===== src/rtl/xheep_boot_seq_pkg.sv =====
// ============================================================================
// xheep_boot_seq_pkg : shared types and defaults for the X-HEEP boot sequencer
// Revision: 1.0
// ============================================================================
`default_nettype none

package xheep_boot_seq_pkg;

  localparam int unsigned EXIT_VALUE_W = 32;

  localparam int unsigned DEF_RST_HOLD_CYCLES   = 16;
  localparam int unsigned DEF_TRST_DELAY_CYCLES = 4;
  localparam int unsigned DEF_TIMEOUT_W         = 32;
  localparam int unsigned DEF_SYNC_STAGES       = 2;

  typedef enum logic [2:0] {
    IDLE    = 3'd0,
    HOLD    = 3'd1,
    TRST    = 3'd2,
    RUN     = 3'd3,
    DONE    = 3'd4,
    TIMEOUT = 3'd5
  } boot_state_e;

  function automatic int unsigned max_u(input int unsigned a, input int unsigned b);
    return (a > b) ? a : b;
  endfunction

endpackage

`default_nettype wire


===== src/rtl/xheep_boot_seq_sync.sv =====
// ============================================================================
// xheep_boot_seq_sync : N-bit multi-stage flop synchronizer, sync active-low rst
// Revision: 1.0
// ============================================================================
`default_nettype none

module xheep_boot_seq_sync #(
  parameter int unsigned WIDTH  = 4,
  parameter int unsigned STAGES = 2
) (
  input  logic             clk_i,
  input  logic             rst_ni,
  input  logic [WIDTH-1:0] data_i,
  output logic [WIDTH-1:0] data_o
);

  logic [WIDTH-1:0] stage_q [STAGES];

  always_ff @(posedge clk_i) begin
    if (!rst_ni) begin
      for (int i = 0; i < int'(STAGES); i++) begin
        stage_q[i] <= '0;
      end
    end else begin
      stage_q[0] <= data_i;
      for (int i = 1; i < int'(STAGES); i++) begin
        stage_q[i] <= stage_q[i-1];
      end
    end
  end

  assign data_o = stage_q[STAGES-1];

endmodule

`default_nettype wire


===== src/rtl/xheep_boot_sequencer.sv =====
// ============================================================================
// xheep_boot_sequencer : PS-driven reset/boot sequencer for x_heep_system
// Revision: 1.0
// ============================================================================
`default_nettype none

module xheep_boot_sequencer
  import xheep_boot_seq_pkg::*;
#(
  parameter int unsigned RST_HOLD_CYCLES   = DEF_RST_HOLD_CYCLES,
  parameter int unsigned TRST_DELAY_CYCLES = DEF_TRST_DELAY_CYCLES,
  parameter int unsigned TIMEOUT_W         = DEF_TIMEOUT_W,
  parameter int unsigned SYNC_STAGES       = DEF_SYNC_STAGES
) (
  input  logic                    clk_i,
  input  logic                    rst_ni,
  input  logic                    start_i,
  input  logic                    abort_i,
  input  logic                    boot_select_cfg_i,
  input  logic                    exec_flash_cfg_i,
  input  logic [TIMEOUT_W-1:0]    timeout_cycles_i,
  input  logic                    exit_valid_i,
  input  logic [EXIT_VALUE_W-1:0] exit_value_i,
  output logic                    core_rst_no,
  output logic                    jtag_trst_no,
  output logic                    boot_select_o,
  output logic                    execute_from_flash_o,
  output logic                    busy_o,
  output logic                    done_o,
  output logic                    timeout_o,
  output logic [EXIT_VALUE_W-1:0] exit_value_o,
  output logic [TIMEOUT_W-1:0]    cycle_count_o
);

  localparam int unsigned PH_MAX = max_u(RST_HOLD_CYCLES, TRST_DELAY_CYCLES);
  localparam int unsigned PH_W   = $clog2(PH_MAX) + 1;

  localparam logic [PH_W-1:0] HOLD_LOAD = PH_W'(RST_HOLD_CYCLES - 1);
  localparam logic [PH_W-1:0] TRST_LOAD = PH_W'(TRST_DELAY_CYCLES - 1);

  logic [3:0] sync_in_s;
  logic [3:0] sync_out_s;
  logic       start_s;
  logic       abort_s;
  logic       boot_cfg_s;
  logic       flash_cfg_s;
  logic       start_rise_s;
  logic       timeout_hit_s;

  assign sync_in_s = {start_i, abort_i, boot_select_cfg_i, exec_flash_cfg_i};

  xheep_boot_seq_sync #(
    .WIDTH  (4),
    .STAGES (SYNC_STAGES)
  ) u_sync (
    .clk_i  (clk_i),
    .rst_ni (rst_ni),
    .data_i (sync_in_s),
    .data_o (sync_out_s)
  );

  assign {start_s, abort_s, boot_cfg_s, flash_cfg_s} = sync_out_s;

  boot_state_e              state_q;
  logic [PH_W-1:0]          phase_q;
  logic                     start_sync_q;
  logic                     core_rst_n_q;
  logic                     jtag_trst_n_q;
  logic                     boot_select_q;
  logic                     exec_flash_q;
  logic                     busy_q;
  logic                     done_q;
  logic                     timeout_q;
  logic [EXIT_VALUE_W-1:0]  exit_value_q;
  logic [TIMEOUT_W-1:0]     cycle_count_q;

  assign start_rise_s  = start_s & ~start_sync_q;
  assign timeout_hit_s = (timeout_cycles_i != '0) && (cycle_count_q == timeout_cycles_i);

  // Outputs are set on the edge that enters each state, so they are all flops.
  always_ff @(posedge clk_i) begin
    if (!rst_ni) begin
      state_q       <= IDLE;
      phase_q       <= '0;
      start_sync_q  <= 1'b0;
      core_rst_n_q  <= 1'b0;
      jtag_trst_n_q <= 1'b0;
      boot_select_q <= 1'b0;
      exec_flash_q  <= 1'b0;
      busy_q        <= 1'b0;
      done_q        <= 1'b0;
      timeout_q     <= 1'b0;
      exit_value_q  <= '0;
      cycle_count_q <= '0;
    end else begin
      start_sync_q <= start_s;
      if (abort_s) begin
        state_q       <= IDLE;
        phase_q       <= '0;
        core_rst_n_q  <= 1'b0;
        jtag_trst_n_q <= 1'b0;
        busy_q        <= 1'b0;
        done_q        <= 1'b0;
        timeout_q     <= 1'b0;
      end else begin
        unique case (state_q)
          IDLE, DONE, TIMEOUT: begin
            if (start_rise_s) begin
              state_q       <= HOLD;
              phase_q       <= HOLD_LOAD;
              boot_select_q <= boot_cfg_s;
              exec_flash_q  <= flash_cfg_s;
              core_rst_n_q  <= 1'b0;
              jtag_trst_n_q <= 1'b0;
              busy_q        <= 1'b1;
              done_q        <= 1'b0;
              timeout_q     <= 1'b0;
              exit_value_q  <= '0;
              cycle_count_q <= '0;
            end
          end
          HOLD: begin
            if (phase_q == '0) begin
              state_q       <= TRST;
              phase_q       <= TRST_LOAD;
              jtag_trst_n_q <= 1'b1;
            end else begin
              phase_q <= phase_q - 1'b1;
            end
          end
          TRST: begin
            if (phase_q == '0) begin
              state_q       <= RUN;
              phase_q       <= '0;
              core_rst_n_q  <= 1'b1;
              cycle_count_q <= '0;
            end else begin
              phase_q <= phase_q - 1'b1;
            end
          end
          RUN: begin
            // The count is frozen on the exit edge so it reports completed RUN cycles.
            if (exit_valid_i) begin
              state_q      <= DONE;
              phase_q      <= '0;
              exit_value_q <= exit_value_i;
              core_rst_n_q <= 1'b0;
              busy_q       <= 1'b0;
              done_q       <= 1'b1;
            end else if (timeout_hit_s) begin
              state_q      <= TIMEOUT;
              phase_q      <= '0;
              core_rst_n_q <= 1'b0;
              busy_q       <= 1'b0;
              timeout_q    <= 1'b1;
            end else if (cycle_count_q != {TIMEOUT_W{1'b1}}) begin
              cycle_count_q <= cycle_count_q + 1'b1;
            end
          end
          default: begin
            state_q       <= IDLE;
            phase_q       <= '0;
            core_rst_n_q  <= 1'b0;
            jtag_trst_n_q <= 1'b0;
            busy_q        <= 1'b0;
            done_q        <= 1'b0;
            timeout_q     <= 1'b0;
          end
        endcase
      end
    end
  end

  assign core_rst_no          = core_rst_n_q;
  assign jtag_trst_no         = jtag_trst_n_q;
  assign boot_select_o        = boot_select_q;
  assign execute_from_flash_o = exec_flash_q;
  assign busy_o               = busy_q;
  assign done_o               = done_q;
  assign timeout_o            = timeout_q;
  assign exit_value_o         = exit_value_q;
  assign cycle_count_o        = cycle_count_q;

endmodule

`default_nettype wire


===== config.mk =====
export PLATFORM = sky130hd
export DESIGN_NAME = xheep_boot_sequencer
export DESIGN_NICKNAME = d
export VERILOG_FILES = /design/src/rtl/xheep_boot_seq_pkg.sv /design/src/rtl/xheep_boot_seq_sync.sv /design/src/rtl/xheep_boot_sequencer.sv
export SDC_FILE = /design/constraint.sdc
export NUM_CORES = 1
export LEC_CHECK = 0
export ABC_CLOCK_PERIOD_IN_PS = 2200
export BUFFER_PORTS_ARGS = -buffer_cell sky130_fd_sc_hd__buf_4
export CORE_MARGIN = 5
export CORE_UTILIZATION = 47
export DETAILED_ROUTE_END_ITERATION = 8
export GPL_TIMING_DRIVEN = 0
export PLACE_DENSITY = 0.77
export SYNTH_ARGS = -nofsm -noshare
export SYNTH_HDL_FRONTEND = slang
export SYNTH_SLANG_ARGS = --single-unit
export TNS_END_PERCENT = 30

===== constraint.sdc =====
create_clock -name clk_i -period 2.2 [get_ports clk_i]
set_input_delay 0.44 -clock clk_i [delete_from_list [all_inputs] [get_ports clk_i]]
set_output_delay 0.44 -clock clk_i [all_outputs]
set_load 0.02 [all_outputs]

# After elaboration in Yosys (flattened, before gate mapping)
# Memories as Yosys holds them, arrays and structs flattened.
# Cells that the tools add are included.
[classes]
addsub = 2
n_eq_ne = 16
mux = 37
bitwise = 9
n_reduce_logical = 20
[op_table]
columns = ["operator", "count"]
rows = [
  ["$mux 32", 6],
  ["$pmux 32 s3", 1],
  ["$pmux 32 s2", 1],
  ["$add 32x1->32 const B", 1],
  ["$eq 32x32->1", 1],
  ["$ne 32x32->1 const B", 1],
  ["$reduce_bool 32->1", 1],
  ["$mux 5", 5],
  ["$pmux 5 s4", 1],
  ["$ne 2x2->1 const B", 8],
  ["$reduce_and 4->1", 4],
  ["$mux 3", 5],
  ["$pmux 1 s3", 4],
  ["$pmux 3 s4", 1],
  ["$reduce_and 3->1", 4],
  ["$mux 1", 10],
  ["$mux 4", 2],
  ["$reduce_and 7->1", 1],
  ["$eq 3x2->1 const B", 2],
  ["$eq 3x3->1 const B", 2],
  ["$not 1->1", 6],
  ["$reduce_or 2->1", 3],
  ["$logic_not 5->1", 1],
  ["$sub 5x1->5 const B", 1],
  ["11 further kinds", 12],
]
[totals]
reg_bits = 80
ram_bits = 8
input_bits = 71
out_inout_bits = 71
elab_cells = 97
n_memories = 1
[memory_table]
columns = ["memory", "depth", "word_bits", "read_ports", "rd_clocked_by_memory_dff", "wr", "line", "source"]
rows = [
  ["u_sync.stage_q", 2, 4, 2, 0, 2, "xheep_boot_seq_sync.sv:17", "logic [WIDTH-1:0] stage_q [STAGES];"],
]

# Depth between registers and ports, before layout
[depth]
word_depth = 5
mapped_depth = 10

# Cells and area by module
# Synthesis repeated with hierarchy kept, for this count alone.
[hier_totals]
hier_cells = 590
area_unflattened_um2 = 4788.3
[modules_own_cells]
columns = ["module", "instances", "cells_per_inst", "area_each_um2"]
rows = [
  ["xheep_boot_sequencer", 1, 570, 4548.1],
  ["xheep_boot_seq_sync", 1, 20, 240.2],
]

# Worst setup path before layout
# OpenSTA, ideal clock, no wires.
[synth_timing]
path_kind = "register to register"
start = "reg cycle_count_q[0] (netlist: cycle_count_o[0])"
end = "reg cycle_count_q[24] (netlist: cycle_count_o[24])"
setup_time_ns = 0.119
arrival_time_ns = 2.214
path_slack_ns = -0.132
stages_incl_launch_ff = 10
period_less_slack_ns = 2.332
path_cell_list = "dfxtp_1 -> ha_1 -> nand3_2 -> nor4_2 -> and2_1 -> nand3_1 -> nand3b_4 -> buf_12 -> nor2_1 -> o221a_2"
[synth_between]
elab_chain_cells = 5
word_cells_on_any_way = 11
cone_classes = "add/sub (1); eq/ne (4); mux (4); reduce/logical (2)"
[synth_lines]
columns = ["element", "line", "source"]
rows = [
  ["from (decl)", "xheep_boot_sequencer.sv:75", "logic [TIMEOUT_W-1:0] cycle_count_q;"],
  ["from (signal assigned)", "xheep_boot_sequencer.sv:157", "cycle_count_q <= cycle_count_q + 1'b1;"],
  ["$add 32x1->32", "xheep_boot_sequencer.sv:157", ""],
  ["$mux 32", "xheep_boot_sequencer.sv:156", "end else if (cycle_count_q != {TIMEOUT_W{1'b1}}) begin"],
  ["$mux 32", "xheep_boot_sequencer.sv:150", "end else if (timeout_hit_s) begin"],
  ["$mux 32", "xheep_boot_sequencer.sv:143", "if (exit_valid_i) begin"],
  ["$pmux 32 s3", "xheep_boot_sequencer.sv:106", "unique case (state_q)"],
]
# Parallel ways exist; a longest one is shown, timed or not. The select of a mux whose other input is x is not followed.
# A chain may end at the register's enable or synchronous reset.

# Worst setup path after layout
[layout_timing]
start = "reg cycle_count_q[26] (netlist: cycle_count_o[26])"
end = "reg cycle_count_q[26] (netlist: cycle_count_o[26])"
# The elaborated chain is that of the path after synthesis.

==> out/qor.csv <==
stage,metric,value,unit
floorplan,IO Count,142,
min_path,worst min path class,input pin to flop,
drt,metal2 WL,7580,µm
yosys,library cells used by synthesis,61,
clock_tree,# hold bufs at CTS,0,
worst_setup_path,arrival time worst endpoint,2.57,ns
finish,post-layout util,69.4,%
global_routing,first-pass GRT wire length,24600,µm
clock_tree,Bufs on Longest Clock Path,2,
drt,routed wl met3,2050,µm
place,Placer Congestion,0.918,
clock_tree,clock tree from TritonCTS,yes,
clock_tree,TritonCTS Buffers,9,
clock_tree,"Reg clk slew, reported paths",0.09,ns
power_and_ir_drop,total power,5.15,mW
worst_setup_path,WP data required,2.50,ns
global_routing,Overall Global Routing Usage,25.8,%
worst_setup_path,startpoint type of the worst setup path,flop,
drt,M1 wire length,6150,µm
floorplan,Starting Density,48.0,%
drt,top sig layer,met4,
drt,DRT iter0 DRCs,549,
finish,Sequential Area,1830,µm²
yosys,ys async rst share,0,%
power_and_ir_drop,Leak,2.67,nW
yosys,number of synthesized flops with an enable pin,0,
finish,fraction of layout cells with a size suffix above 1,40.8,%
yosys,"Avg Cell Area, Syn",8.20,µm²
worst_setup_path,CP Max Fanout,5,
timing,PnR worst setup slack,-0.0713,ns
finish,fill count,778,
finish,"commonest non-fill, non-tap cell in the layout",buf_4,
drt,vias after detailed routing,5195,
global_routing,grt total ovfl,0,
timing,period utilisation layout,103,%
clock_tree,Root Buffer,clkbuf_8,
drt,routed vias/inst,5.86,
yosys,Ys Warns,0,
drt,post-route ant nets,0,
status,failing checks,setup timing,
finish,# nets final,823,
power_and_ir_drop,power density over the cells,763,nW/µm²
floorplan,die height,110,µm
place,pre-CTS WS,-0.480,ns
yosys,Synth Flop Type,dfxtp_1,
timing,Final min period,2.27,ns
global_routing,initial antenna violation count,0,
finish,Multi-input gate area,3070,µm²
clock_tree,clk_lat worst skew,0.37,ns
finish,Antenna Cells,0,
timing,fmax,0.440,GHz
global_routing,largest net degree at the start of global routing,14,
floorplan,die area,12000,µm²
yosys,#FFs+latches synth,88,
finish,most frequent cells in the layout,"buf_4, nand2_1, dfxtp_1, nand3_1, nor2_1",
timing,RSZ-0062 raised after global routing,true,
yosys,synthesized area,4670,µm²
timing,max-slew violation count,0,
yosys,Syn Inst Count,570,
timing,Post-Route Skew,0.0116,ns
clock_tree,H-tree lvl count,3,
drt,DRT Pass-1 Iters,8,
status,status,"finished, violations left",
drt,routed wire length,16200,µm
worst_setup_path,endpoint class of the critical path,flop,
finish,P&R area growth vs syn,44.4,%
place,Port Buf Inserts,141,
place,Detail Placement HPWL,11500,µm
timing,Max-slew headroom,59.6,%
yosys,Synth Net Count,643,
timing,worst slew pin tran,0.607,ns
floorplan,FP Rows,36,
yosys,"Seq/Total Area, Yosys",37.7,%
timing,Fin. Hold Viols,0,
clock_tree,CTS Sinks,88,
run,MaxCap Viol Count,0,
worst_setup_path,crit path kind,flop to flop,
global_routing,vias in the first global route,4999,
floorplan,core footprint,9730,µm²
power_and_ir_drop,Worst VDD drop,0.000517,V
floorplan,Die W,110,µm
drt,drt wl/cell,18.3,µm
timing,final setup vio count,17,
drt,drt drc,0,
[cells in the mapped netlist, types with 4 or more instances]
cell type / n / area, µm²
o21ai_0: 27 / 135
buf_2: 8 / 40.0
o21a_1: 7 / 52.6
nor2b_1: 8 / 50.1
nor3_1: 10 / 50.1
a21oi_1: 16 / 80.1
a21boi_0: 29 / 218
o31ai_1: 5 / 37.5
nor2_1: 40 / 150
nor4_1: 25 / 156
nand4_1: 14 / 87.6
a31oi_1: 7 / 43.8
dfxtp_1: 88 / 1760
and3_1: 8 / 50.1
a21boi_1: 7 / 52.6
clkbuf_1: 18 / 67.6
inv_1: 4 / 15.0
nand2b_1: 9 / 56.3
mux2i_1: 4 / 40.0
o221a_2: 10 / 113
xor2_1: 32 / 280
nand2_1: 84 / 315
nand3_1: 47 / 235
and2_1: 14 / 87.6
[repair_timing]
item / 4_1_cts / 5_1_grt
cloned: 0 / 2
setup endpoints to repair: 74 / 71
pin swaps: 9 / 41
setup buffers: 18 / 10
gates resized for setup: 38 / 98
endpoints found under the hold margin: 0 / 0
[report_power, final]
part           total (mW)  switching (mW)  leakage, nW  internal, mW
combinational        2.27            1.37         1.84         0.906
clock                1.11           0.567       0.0952         0.545
sequential           1.77          0.0947        0.732          1.67
[critical path, stage by stage, from the launching register on]
cell and delay, ns:
dfxtp_4 0.37, xor2_2 0.16, nor4_2 0.34, nand4_1 0.19
o32a_4 0.44, o21ai_4 0.28, buf_6 0.19, o2bb2ai_2 0.11
o2bb2ai_1 0.12
[cell type report]
class / count / share of cell area, %
multi-input combinational: 446 / 45.5
clock buffer: 11 / 2.09
tap: 133 / 2.47
clock inverter: 3 / 0.649
timing repair buffer: 171 / 19.1
inverter: 4 / 0.222
buffer: 30 / 2.78
sequential: 88 / 27.2
[logic make-up (layout without fill, tap and decap cells)]
| group | after synthesis | after routing | share of synthesized area [%] |
|---|---|---|---|
| buf+inv | 36 | 219 | 3.96 |
| compound gates | 126 | 126 | 19.0 |
| simple gates | 282 | 282 | 31.9 |
| mux | 4 | 4 | 0.857 |
| xor+xnor | 32 | 32 | 6.00 |
| fa+ha+maj | 2 | 2 | 0.535 |
| flops | 88 | 88 | 37.7 |
[final timing paths]
kind	slack, ns	end	cells past startpoint	start
max	-0.07	cycle_count_o[26]$_SDFFE_PN0P_	8	cycle_count_o[26]$_SDFFE_PN0P_
min	0.28	u_sync.stage_q[0][0]$_SDFF_PN0_	2	exec_flash_cfg_i
max reg2reg	-0.07	cycle_count_o[26]$_SDFFE_PN0P_	8	cycle_count_o[26]$_SDFFE_PN0P_
min reg2reg	0.44	u_sync.stage_q[0][5]$_SDFF_PN0_	1	u_sync.stage_q[0][1]$_SDFF_PN0_
[metrics by stage]
stage	hold slack (ns)	instance area [µm²]	cells	TNS [ns]
floorplan	0.412	4690	570	0
global placement	0.415	5910	844	-16.10
detailed placement	0.420	5910	844	-16.58
CTS	0.274	6390	876	-0.00861
global route	0.288	6750	886	-2.15
finish	0.284	6750	886	-0.457
[flip-flops by register name, indices dropped and copies added (netlist names)]
name and cells:
cycle_count_o 32, exit_value_o 32, u_sync.stage_q 8, phase_q 5
state_q 3, boot_select_o 1, busy_o 1, core_rst_no 1
done_o 1, execute_from_flash_o 1, jtag_trst_no 1, start_sync_q 1
timeout_o 1
[layer usage]
metal / vias up / global-route usage, %
li1: 2405 / -
met1: 2401 / 32.4
met2: 348 / 42.2
met3: 41 / 6.75
met4: 0 / 9.97
met5: - / 0
Note: power is estimated with default switching activity, not from simulation.
